--- src/rtl/hit_scorer_pkg.sv ---
// Shared defaults and state encodings for the whack-a-mole hit judging path.
package hit_scorer_pkg;

  localparam int DEF_NUM_LIGHTS = 9;
  localparam int DEF_POS_W      = 4;
  localparam int DEF_SCORE_W    = 6;
  localparam int DEF_LIVES_W    = 4;

  localparam logic [1:0] ST_IDLE  = 2'd0;
  localparam logic [1:0] ST_ARMED = 2'd1;
  localparam logic [1:0] ST_DONE  = 2'd2;

  typedef enum logic [1:0] {
    JUDGE_NONE = 2'd0,
    JUDGE_HIT  = 2'd1,
    JUDGE_MISS = 2'd2
  } judge_t;

endpackage

--- src/rtl/hit_scorer_rise_detect.sv ---
// Registers a level input once, then flags the first cycle it is seen high.
module hit_scorer_rise_detect (
  input  logic clk,
  input  logic reset,
  input  logic din,
  output logic rise
);

  logic cur;
  logic prev;

  always_ff @(posedge clk or posedge reset) begin
    if (reset) begin
      cur  <= 1'b0;
      prev <= 1'b0;
    end else begin
      cur  <= din;
      prev <= cur;
    end
  end

  assign rise = cur & ~prev;

endmodule

--- src/rtl/hit_scorer.sv ---
// Judges key presses against the lit lamp; keeps score and lives for one game.
// state | meaning
// IDLE  | judging off or no window open
// ARMED | window open, awaiting an answer
// DONE  | window answered, further presses ignored
module hit_scorer
  import hit_scorer_pkg::*;
#(
  parameter int NUM_LIGHTS = DEF_NUM_LIGHTS,
  parameter int POS_W      = DEF_POS_W,
  parameter int SCORE_W    = DEF_SCORE_W,
  parameter int LIVES_W    = DEF_LIVES_W
) (
  input  logic               clk,
  input  logic               reset,
  input  logic               clear,
  input  logic               enable,
  input  logic               use_lives,
  input  logic [LIVES_W-1:0] lives_init,
  input  logic               light_change,
  input  logic [POS_W-1:0]   light_pos,
  input  logic               valid_key,
  input  logic [POS_W-1:0]   key,
  output logic [SCORE_W-1:0] score,
  output logic [LIVES_W-1:0] lives_left,
  output logic               hit_pulse,
  output logic               miss_pulse,
  output logic               out_of_lives
);

  localparam logic [POS_W:0] POS_LIMIT = (POS_W+1)'(NUM_LIGHTS);

  logic             lc_rise;
  logic             key_rise;
  logic [POS_W-1:0] light_pos_q;
  logic [POS_W-1:0] key_q;
  logic [1:0]       state;
  logic [1:0]       state_nxt;
  logic [POS_W-1:0] target;
  logic [POS_W-1:0] target_nxt;
  logic             pos_ok;
  logic             key_ok;
  judge_t           judge;

  hit_scorer_rise_detect u_lc_rise (
    .clk   (clk),
    .reset (reset),
    .din   (light_change),
    .rise  (lc_rise)
  );

  hit_scorer_rise_detect u_key_rise (
    .clk   (clk),
    .reset (reset),
    .din   (valid_key),
    .rise  (key_rise)
  );

  // Positions travel with their strobes so they stay aligned with the rise flags.
  always_ff @(posedge clk or posedge reset) begin
    if (reset) begin
      light_pos_q <= '0;
      key_q       <= '0;
    end else begin
      light_pos_q <= light_pos;
      key_q       <= key;
    end
  end

  assign pos_ok = ({1'b0, light_pos_q} < POS_LIMIT);
  assign key_ok = ({1'b0, key_q} < POS_LIMIT) && key_rise;

  always_comb begin
    state_nxt  = state;
    target_nxt = target;
    judge      = JUDGE_NONE;
    if (!enable) begin
      state_nxt = ST_IDLE;
    end else begin
      case (state)
        ST_IDLE: begin
          if (lc_rise && pos_ok) begin
            state_nxt  = ST_ARMED;
            target_nxt = light_pos_q;
          end
        end
        ST_ARMED: begin
          // A key arriving with the new window is judged against the old target.
          if (key_ok) begin
            judge = (key_q == target) ? JUDGE_HIT : JUDGE_MISS;
          end else if (lc_rise) begin
            judge = JUDGE_MISS;
          end
          if (lc_rise) begin
            if (pos_ok) begin
              state_nxt  = ST_ARMED;
              target_nxt = light_pos_q;
            end else begin
              state_nxt = ST_IDLE;
            end
          end else if (key_ok) begin
            state_nxt = ST_DONE;
          end
        end
        ST_DONE: begin
          if (lc_rise) begin
            if (pos_ok) begin
              state_nxt  = ST_ARMED;
              target_nxt = light_pos_q;
            end else begin
              state_nxt = ST_IDLE;
            end
          end
        end
        default: state_nxt = ST_IDLE;
      endcase
    end
  end

  always_ff @(posedge clk or posedge reset) begin
    if (reset) begin
      state      <= ST_IDLE;
      target     <= '0;
      score      <= '0;
      lives_left <= '0;
      hit_pulse  <= 1'b0;
      miss_pulse <= 1'b0;
    end else if (clear) begin
      state      <= ST_IDLE;
      score      <= '0;
      lives_left <= lives_init;
      hit_pulse  <= 1'b0;
      miss_pulse <= 1'b0;
    end else begin
      state      <= state_nxt;
      target     <= target_nxt;
      hit_pulse  <= (judge == JUDGE_HIT);
      miss_pulse <= (judge == JUDGE_MISS);
      if (judge == JUDGE_HIT && score != '1) begin
        score <= score + 1'b1;
      end
      if (judge == JUDGE_MISS && use_lives && lives_left != '0) begin
        lives_left <= lives_left - 1'b1;
      end
    end
  end

  assign out_of_lives = use_lives && (lives_left == '0);

endmodule

--- config.mk ---
export PLATFORM = sky130hd
export DESIGN_NAME = hit_scorer
export DESIGN_NICKNAME = d
export VERILOG_FILES = /design/src/rtl/hit_scorer_pkg.sv /design/src/rtl/hit_scorer_rise_detect.sv /design/src/rtl/hit_scorer.sv
export SDC_FILE = /design/constraint.sdc
export NUM_CORES = 1
export LEC_CHECK = 0
export BUFFER_PORTS_ARGS = -buffer_cell sky130_fd_sc_hd__buf_2
export CAP_MARGIN = 20
export CORE_MARGIN = 2
export CORE_UTILIZATION = 52
export DETAILED_ROUTE_END_ITERATION = 6
export PLACE_DENSITY = 0.77
export REMOVE_ABC_BUFFERS = 1
export SYNTH_ARGS = -nofsm -noshare
export SYNTH_HDL_FRONTEND = slang
export SYNTH_SLANG_ARGS = --single-unit
--- constraint.sdc ---
create_clock -name clk -period 2.26 [get_ports clk]
set_input_delay 0.339 -clock clk [delete_from_list [all_inputs] [get_ports clk]]
set_output_delay 0.339 -clock clk [all_outputs]
set_load 0.03 [all_outputs]
# Word-level counts from Yosys, hierarchy flattened
# Index checks and enable logic that the tools add are counted.
# W data, S select, Z words.
[classes]
add_sub_neg = 2
order_cmp = 2
n_eq_ne = 12
n_mux = 23
n_bitwise = 5
n_reduce_logical = 15
[ops]
columns = ["op", "n"]
rows = [
  ["$mux W2", 11],
  ["$mux W4", 5],
  ["$mux W6", 2],
  ["$lt A4 B4 Y1 const B", 2],
  ["$ne A4 B4 Y1 const B", 2],
  ["$pmux W4 S2", 1],
  ["$add A6 B1 Y6 const B", 1],
  ["$logic_and A1 B1 Y1", 6],
  ["$ne A6 B6 Y1 const B", 1],
  ["$pmux W2 S3", 1],
  ["$reduce_and A6 Y1", 1],
  ["$reduce_bool A2 Y1", 3],
  ["$ne A5 B5 Y1 const B", 1],
  ["$eq A2 B1 Y1 const B", 2],
  ["$eq A2 B2 Y1 const B", 2],
  ["$eq A4 B4 Y1", 1],
  ["$logic_not A4 Y1", 1],
  ["$ne A2 B1 Y1 const B", 2],
  ["$reduce_bool A4 Y1", 1],
  ["$sub A4 B1 Y4 const B", 1],
  ["$mux W1", 3],
  ["$not A1 Y1", 3],
  ["$reduce_and A3 Y1", 1],
  ["$and A1 B1 Y1", 2],
  ["3 further kinds", 3],
]
[word_totals]
ff_bits = 30
in_bits = 19
output_inout_bits = 13
elab_cells = 71

# Longest topological paths before layout
# Gate-level depths: netlist (run 1).
[logic_depth]
word_depth = 11
mapped_depth = 7
ltp_nobuf = 7

# Cells and area by module
# A second synthesis (run 1) with hierarchy kept.
[unflattened]
hier_cells = 128
hier_area_um2 = 1457.6
[by_module_without_submodules]
columns = ["mod", "instances", "cells_each", "area_each_um2"]
rows = [
  ["hit_scorer", 1, 120, 1322.5],
  ["hit_scorer_rise_detect", 2, 4, 67.6],
]

# Worst setup path before layout (run 1)
# OpenSTA, ideal clock, no wires.
[synth_timing]
kind = "reg-to-reg"
startpoint = "reg lives_left[0]"
endpoint = "reg lives_left[3]"
t_arrival_ps = 1743
required_ps = 2178
slack_ps = 435
path_stages_with_launch = 7
period_less_slack_ps = 1825
path_cell_list = "dfrtp_1 inv_1 ha_1 nand2_1 nand4_1 or4_1 a31oi_1"
[synth_via]
elab_chain_len = 3
[synth_rtl]
columns = ["item", "line", "source"]
rows = [
  ["start, declared", "hit_scorer.sv:25", "output logic [LIVES_W-1:0] lives_left,"],
  ["start signal, assigned", "hit_scorer.sv:131", "lives_left <= lives_init;"],
  ["start signal, assigned", "hit_scorer.sv:143", "lives_left <= lives_left - 1'b1;"],
  ["$sub A4 B1 Y4 or $reduce_bool A4 Y1 (tied branches)", "hit_scorer.sv:143, hit_scorer.sv:142", ""],
  ["$mux W4 or $logic_and A1 B1 Y1 (tied branches)", "hit_scorer.sv:142", "if (judge == JUDGE_MISS && use_lives && lives_left != '0) begin"],
  ["$mux W4 or $reduce_bool A2 Y1 (tied branches)", "--", ""],
]
# Parallel ways exist; a longest one is shown, timed or not. The select of a mux whose other input is x is not followed.
# A chain may end at the register's enable or synchronous reset.

# Worst setup path after layout (run 1)
[layout_timing]
startpoint = "reg state[1]"
endpoint = "reg score[5]"
[layout_via]
elab_chain_len = 6
[layout_rtl]
columns = ["item", "line", "source"]
rows = [
  ["start, declared", "hit_scorer.sv:37", "logic [1:0] state;"],
  ["start signal, assigned", "hit_scorer.sv:135", "state <= state_nxt;"],
  ["$eq A2 B1 Y1", "hit_scorer.sv:80", "case (state)"],
  ["$mux W2", "hit_scorer.sv:80", ""],
  ["$mux W2", "hit_scorer.sv:77", "if (!enable) begin"],
  ["$eq A2 B1 Y1", "hit_scorer.sv:139", "if (judge == JUDGE_HIT && score != '1) begin"],
  ["$logic_and A1 B1 Y1", "hit_scorer.sv:139", ""],
  ["$reduce_bool A2 Y1 (no source line)", "--", ""],
  ["end signal, assigned", "hit_scorer.sv:140", "score <= score + 1'b1;"],
  ["end, declared", "hit_scorer.sv:24", "output logic [SCORE_W-1:0] score,"],
]
# Every way passes these cells.

==> flow_summary.ini, run 1 <==
[timing]
finalCriticalPeriod_ns = 1.919
fin_setup_tns_ns = 0
setup_violations = 0
rsz0062_at_grt = no
clock.fmax_mhz = 521.1
hold_violations = 0
drv_slew = 0
layout_setup_ws_ns = 0.3409
max_slew_margin_pct = 46.69
tightest_slew_ns = 0.7988
clock_skew_ns = 0.006669
post-route-period-util_pct = 84.92

[placement]
placed_cells = 186
dp_slack_ns = 0.3600
place_area_um2 = 1618
io_buffers = 31
gp_congestion = 0.8668
hpwlAfterDp_um = 2012

[status]
status = finished clean

[critical_path]
r2r-end = score[5]
crit_fanout = 5
crit_path_end_kind = flip-flop
r2r_cells = 7
timing.rr.start = state[1]
slowest_stage = dfrtp_1
setup.worst_path.class = flip-flop to flip-flop
start_kind = flip-flop
crit_arrival_ns = 2.14
crit_family = simple AND/OR/NAND/NOR gates
cp_num_buf_inv = 1
critPathMaxStageDelay_ns = 0.43
required_ns = 2.48
r2r_slack_ns = 0.34
crit_chain = inv_1, ha_1, nand2_1, a31o_2, nor3_2, nand4_1, mux2_1

[logic_synthesis]
yosysSeqAreaShare_pct = 53.10
synth.avg_cell_area_um2 = 11.40
yosysWarnings = 0
syn_area_um2 = 1414
ys_types = 34
ys_ff_latch = 30
syn_inst = 124

[clock_network]
hold_buffers = 0
cts_sinks = 30
cts_setup_buffers = 0
root_buffer = clkbuf_4
cts_resized = 0
cts_buffer_depth = 2
cts_max_level = 2
clkTransAtPathRegs_ns = 0.10
cts_tree = built
cts_buffers = 5
clk_latency_ns = 0.34

[die]
design.die.area_um2 = 3152
die_h_um = 56.15
rows = 18
core_area_um2 = 2522
start_util_pct = 56.05
io_pins = 32
chipWidth_um = 56.15

[hold_path]
hold_depth = 1
hold_start = valid_key
min_to = u_key_rise.cur
hold_path_class = input pin to flip-flop

[grt]
grt_first_pass_wirelength_um = 4388
grt_pass1_vias = 1053
grt_start_max_net_pins = 23
grt_overflow = 0
grt_use_total_pct = 18.59
antenna_found_initial = 0

[layout]
utilization_pct = 66.67
final_cell_mix = 31 x buf_2, 30 x dfrtp_1, 11 x nor2_1, 10 x inv_1, 8 x xnor2_1
finalNonFillerCells = 194
nets = 189
fillers = 209
final_common_cell = buf_2
final_layout_size_suffix_gt1_share_pct = 31.71
syn_to_final_growth_pct = 18.94
antenna_cells = 0
design_area_um2 = 1682

[detailed_routing]
drt-initial-drc-count = 36
vias = 1056
wirelength_um = 2589
drc = 0
vias_per_cell = 5.443
ant_nets = 0
firstDrtPassIters = 4
routedWlPerCell_um = 13.35

[power]
powerDensity_nw_per_um2 = 658.4
ir_drop_v = 0.0004952
power.leakage_uw = 0.0007944

[flow_run]
max_cap_viol_count = 0
[cells by family after synthesis]
logic type / share of synthesized area [%]
compound gates: 10.09
mux: 5.663
xor+xnor: 4.956
fa+ha+maj: 6.194
buf+inv: 2.920
flops: 53.10
simple gates: 17.08
[registers in the layout, indices dropped and copies added, names as in the netlist]
register,flops
u_lc_rise.prev,1
light_pos_q,4
target,4
hit_pulse,1
u_key_rise.prev,1
lives_left,4
miss_pulse,1
score,6
key_q,4
state,2
u_key_rise.cur,1
u_lc_rise.cur,1
[worst max-delay path by stage]
| stage | start | cells after the start | endpoint | slack, ns |
|---|---|---|---|---|
| after floorplan | lives_left[0] | 6 | lives_left[3] | 0.44 |
| after global placement | state[1] | 7 | score[5] | 0.43 |
| after detailed placement | state[1] | 7 | score[5] | 0.36 |
| after CTS | state[1] | 7 | score[5] | 0.33 |
| after global routing | state[1] | 7 | score[5] | 0.19 |
| final | state[1] | 7 | score[5] | 0.34 |
[cell type report]
class	instances	area (um2)	area share [%]
clock buffers	6	51.30	3.051
repair buffers	33	170.2	10.12
inverters	10	37.54	2.232
well taps	30	37.54	2.232
multi-input cells	83	621.8	36.98
clock inverters	2	12.51	0.7440
flip-flops and latches	30	750.7	44.64
[cell usage after synthesis]
master / count / area (um2)
a21boi_0: 1 / 7.510
a21o_1: 1 / 7.510
a21oi_1: 4 / 20.02
a31o_2: 1 / 8.760
a31oi_1: 3 / 18.77
and3_1: 2 / 12.51
clkbuf_1: 1 / 3.750
dfrtp_1: 30 / 750.7
ha_1: 7 / 87.58
inv_1: 10 / 37.54
mux2_1: 1 / 11.26
mux2_2: 4 / 45.04
mux2i_1: 1 / 10.01
mux2i_2: 1 / 13.76
nand2_1: 6 / 22.52
nand2b_1: 1 / 6.260
nand3_1: 2 / 10.01
nand3_2: 1 / 10.01
nand4_1: 2 / 12.51
nand4_2: 1 / 12.51
nor2_1: 11 / 41.29
nor2b_1: 2 / 12.51
nor3_1: 1 / 5.000
nor3_2: 2 / 20.02
nor4_1: 4 / 25.02
o211ai_1: 1 / 7.510
o21ai_0: 2 / 10.01
o21ba_1: 1 / 10.01
o311ai_1: 1 / 8.760
o31ai_1: 3 / 22.52
o31ai_4: 1 / 21.27
or3_1: 1 / 6.260
or4_1: 6 / 45.04
xnor2_1: 8 / 70.07
[worst reg2reg max path, stage by stage, from the launching register on]
cell and delay (ns):
dfrtp_1 0.43, inv_1 0.10, ha_1 0.23, nand2_1 0.11, a31o_2 0.26, nor3_2 0.23, nand4_1 0.14, mux2_1 0.31
[power breakdown]
part           switching [uW]  internal, uW
Clock                     193           149
Combinational            86.0          71.7
Sequential               31.6           576
Total                     310           797
[layer usage]
metal | global-route usage (%) | wire (um)
met1 | 21.23 | 1094
met2 | 29.92 | 1317
met3 | 7.907 | 141
met4 | 8.844 | 35
met5 | 0 | 0
[metrics by stage]
step | hold WS, ns | total power, uW
3_5_place_dp | 0.3552 | 778.7
4_1_cts | 0.08263 | 1124
2_1_floorplan | 0.3465 | 724.5
5_1_grt | 0.07265 | 1164
3_3_place_gp | 0.3531 | 771.1
6_report | 0.1031 | 1107
No activity file was read; power rests on OpenSTA's default activity.
==> run 2: changes to the inputs <==
Clock period 2.26 ns to 1.8 ns, I/O delays scaled along.
==> run 2 against run 1 <==
The run now ends with negative setup slack left. Clock power rose by 50%. Final cell count up 5.7%. Combinational power is 47% higher. Setup slack got worse by 0.34 ns. Non-clock buffer count increased by 11. Largest power group unchanged. Highest routed layer unchanged.
==> flow_summary.ini, run 2 (same netlist as run 1, synthesis figures left out) <==
[timing]
whs_ns = 0.005622
max_slew_margin_pct = 76.13
setup_violations = 1
tightest_slew_ns = 0.3548
layout_setup_ws_ns = -0.001122
hold_violations = 0
clock.fmax_mhz = 555.2
finalCriticalPeriod_ns = 1.801
clock_skew_ns = 0.008786
post-route-period-util_pct = 100.1
rsz0062_at_grt = yes
drv_slew = 0

[hold_path]
hold_path_class = input pin to async pin

[layout]
fillers = 193
nets = 200
final_cell_mix = 31 x buf_2, 30 x dfrtp_1, 12 x buf_4, 11 x nor2_1, 9 x inv_1
largest_reg_flops = 6
final_common_cell = buf_2
design_area_um2 = 1834
top_register = score
regArea_um2 = 750.7
syn_to_final_growth_pct = 29.73
antenna_cells = 0
multiInputGateArea_um2 = 676.9
final_layout_size_suffix_gt1_share_pct = 38.86

[clock_network]
clkTransAtPathRegs_ns = 0.09
cts_sinks = 30
root_buffer = clkbuf_4
cts_buffers = 5
hold_buffers = 0
clk_latency_ns = 0.32
cts_max_level = 2
cts_buffer_depth = 2
cts_tree = built

[critical_path]
startpoint = key_q[2]
crit_arrival_ns = 2.05
setup.worst_path.class = flip-flop to flip-flop
r2r_slack_ns = -0.001
crit_fanout = 4
required_ns = 2.05
start_kind = flip-flop
crit_path_end_kind = flip-flop
r2r_cells = 5
timing.rr.start = key_q[2]

[detailed_routing]
drt-initial-drc-count = 26
wirelength_um = 2920
vias_per_cell = 5.459
routedWlPerCell_um = 14.24
vias = 1119
firstDrtPassIters = 4
drc = 0
ant_nets = 0

[power]
ir_drop_v = 0.0007862
powerDensity_nw_per_um2 = 823.2
power.leakage_uw = 0.0008743

[die]
design.die.area_um2 = 3152
start_util_pct = 56.05
rows = 18
chipWidth_um = 56.15
io_pins = 32
die_h_um = 56.15
core_area_um2 = 2522

[grt]
grt_use_total_pct = 19.15
grt_overflow = 0
grt_pass1_vias = 1115
grt_first_pass_wirelength_um = 4740
antenna_found_initial = 0
grt_start_max_net_pins = 31

[placement]
place_area_um2 = 1655
io_buffers = 31
hpwlAfterDp_um = 2053
gp_congestion = 0.8660

[flow_run]
max_cap_viol_count = 0

[status]
status = complete, but fails checks
violations = negative setup slack
==> run 2: cell count changes in the layout (fill, tap and decap cells not counted), sizes merged <==
cell,previous run,this run
buf,33,44
bufinv,0,1
clkbuf,6,7
clkinv,1,0
clkinvlp,1,0
==> run 2: critical path: stages, from the launching register on <==
cell and delay, ns:
dfrtp_1 0.42, o31ai_4 0.28, a31oi_1 0.13, o21ba_1 0.23, or4_1 0.51, a21oi_2 0.16
==> run 2: path summary, 6_finish.rpt <==
check | end
hold / removal | u_lc_rise.prev
setup reg to reg | state[1]
hold reg to reg | u_lc_rise.prev
setup / recovery | state[1]
min in group clk | light_pos_q[3]
max in group asynchronous | key_q[1]
==> run 2: report_power, final <==
part           internal [uW]  switching [uW]  leakage [uW]
logic                    109             123      0.000461
registers                723            40.8      0.000374
clock network            295             219     0.0000395
==> run 2: layout make-up <==
class                   instances  share of cell area (%)
clock buffers                   7                   2.456
clock inverters                 1                   1.637
inverters                      10                   2.046
multi-input cells              83                   36.90
flip-flops and latches         30                   40.93
well taps                      30                   2.046
repair buffers                 44                   13.98
==> run 2: timing repair <==
item / 4_1_cts / 5_1_grt
cloned: 0 / 0
pin swaps: 1 / 11
setup endpoints to repair: 3 / 11
gates resized for setup: 2 / 10
buffers inserted: 1 / 5
==> run 2: through the flow <==
step / utilization, % / setup TNS (ns) / std cells / total power (uW) / setup slack (ns)
after floorplan: - / -0.04865 / 123 / 909.6 / -0.02464
after global placement: 65.63 / 0 / 191 / 976.2 / 0.08686
after detailed placement: 65.63 / -0.004686 / 191 / 988.2 / -0.004686
after CTS: 69.15 / 0 / 200 / 1499 / 0.01017
after global routing: 72.72 / -0.3903 / 205 / 1593 / -0.06617
final: 72.72 / -0.001122 / 205 / 1510 / -0.001122
==> run 2: per-layer routing <==
| layer | part of all wire [%] | up-vias | track usage, % |
|---|---|---|---|
| li1 | - | 542 | - |
| met1 | 42 | 534 | 23.54 |
| met2 | 51 | 36 | 32.44 |
| met3 | 4.8 | 7 | 5.581 |
| met4 | 2.0 | 0 | 5.782 |
| met5 | 0 | - | 0 |
==> run 3: changes to the inputs <==
Settings changed: PLACE_DENSITY 0.77 to 0.88.
==> run 3 against run 2 <==
The run now ends clean. Setup slack better by 0.0036 ns. Wire length rose by 0.75%. Clock skew rose by 0.0045 ns. Flip-flop and latch count stayed put. Design area is 0.20% higher. Critical path depth is 1 higher. Sequential share of layout area shrank 0.084 points. Critical path type unchanged. Critical endpoint is now target[2]. Highest routed layer unchanged.
==> flow_summary.ini, run 3 (same netlist as run 1, synthesis figures left out) <==
[clock_network]
cts_sinks = 30
root_buffer = clkbuf_4
cts_max_level = 2
cts_tree = built
clkTransAtPathRegs_ns = 0.10
cts_buffers = 5
clk_latency_ns = 0.34
cts_buffer_depth = 2

[critical_path]
r2r-end = target[2]
crit_fanout = 4
r2r_slack_ns = 0.002
start_kind = flip-flop
setup.worst_path.class = flip-flop to flip-flop
r2r_cells = 6
timing.rr.start = state[0]
crit_path_end_kind = flip-flop
crit_arrival_ns = 2.01
required_ns = 2.02

[power]
powerDensity_nw_per_um2 = 925.4
ir_drop_v = 0.001015
finalPower_uw = 1701
power.leakage_uw = 0.0008793

[timing]
post-route-period-util_pct = 99.86
hold_violations = 0
setup_violations = 0
whs_ns = 0.02879
finalCriticalPeriod_ns = 1.798
tightest_slew_ns = 0.3669
clock_skew_ns = 0.01326
clock.fmax_mhz = 556.3
max_slew_margin_pct = 75.06
drv_slew = 0
rsz0062_at_grt = yes

[grt]
grt_overflow = 0
grt_start_max_net_pins = 31
grt_pass1_vias = 1089
antenna_found_initial = 0
grt_first_pass_wirelength_um = 4705
grt_use_total_pct = 19.45

[placement]
io_buffers = 31
hpwlAfterDp_um = 2029
gp_congestion = 0.8697

[die]
io_pins = 32
chipWidth_um = 56.15
start_util_pct = 56.05
core_area_um2 = 2522
rows = 18
design.die.area_um2 = 3152
die_h_um = 56.15

[detailed_routing]
vias = 1108
drt-initial-drc-count = 25
routedWlPerCell_um = 14.56
firstDrtPassIters = 4
vias_per_cell = 5.485
wirelength_um = 2942
drc = 0
ant_nets = 0

[layout]
syn_to_final_growth_pct = 30.00
nets = 197
final_layout_size_suffix_gt1_share_pct = 37.79
largest_reg_flops = 6
final_common_cell = buf_2
antenna_cells = 0
top_register = score
final_cell_mix = 31 x buf_2, 30 x dfrtp_1, 11 x nor2_1, 9 x inv_1, 9 x buf_4

[hold_path]
hold_path_class = input pin to flip-flop
hold_depth = 1
min_to = light_pos_q[1]
hold_start = light_pos[1]

[status]
status = finished clean

[flow_run]
max_cap_viol_count = 0
-- run 3: cell types whose count changed in the layout (fill, tap and decap cells not counted), sizes merged --
cell         delta
bufinv          +1
clkbuf          -1
buf             -4
dlygate4sd3     +1
-- run 3: worst max path at each step --
stage / slack (ns) / start / to / cells after the start
floorplan: -0.02 / lives_left[0] / lives_left[3] / 6
global placement: 0.08 / key_q[0] / lives_left[3] / 5
detailed placement: -0.02 / light_pos_q[2] / target[0] / 4
CTS: -0.009 / key_q[0] / lives_left[3] / 5
global route: -0.04 / state[0] / target[2] / 6
finish: 0.002 / state[0] / target[2] / 6
-- run 3: through the flow --
step | std cells | util, % | TNS, ns | area, um2 | setup WS (ns)
after detailed placement | 189 | 65.03 | -0.05691 | 1640 | -0.02389
after floorplan | 123 | - | -0.04865 | 1410 | -0.02464
final | 202 | 72.87 | 0 | 1838 | 0.002498
after CTS | 198 | 69.94 | -0.01448 | 1764 | -0.008924
after global placement | 189 | 65.03 | 0 | 1640 | 0.08342
after global routing | 202 | 72.87 | -0.2409 | 1838 | -0.04194
-- run 3: what timing repair did --
| action | in CTS | in global routing |
|---|---|---|
| hold buffers | 1 | 0 |
| endpoints found under the hold margin | 8 | 0 |
| setup buffers | 0 | 4 |
| setup endpoints to repair | 7 | 14 |
| resized for setup | 1 | 9 |
| pin swaps | 1 | 3 |
-- run 3: layout make-up --
cell class	instances	area [um2]
Clock buffer	6	51.30
Clock inverter	2	60.06
Fill cell	173	684.4
Inverter	10	37.54
Multi-Input combinational cell	83	668.1
Sequential cell	30	750.7
Tap cell	30	37.54
Timing Repair Buffer	41	232.7
-- run 3: power breakdown --
group | leakage, uW | switching, uW | internal [uW]
clock network | 0.0000585 | 243 | 470
logic | 0.000446 | 119 | 104
registers | 0.000374 | 40.9 | 723
-- run 3: metal layers --
layer,vias to the layer above,GRT usage [%],share of wire (%)
met3,8,7.907,5.4
li1,537,-,-
met2,39,32.61,51
met4,0,5.782,1.3
met5,-,0,0
met1,524,22.84,42
-- run 3: critical path: stages, from the launching register on --
cell     delay, ns
dfrtp_1       0.45
inv_2         0.06
ha_1          0.29
nor2_1        0.10
a21oi_1       0.07
nor3_4        0.32
mux2_2        0.37
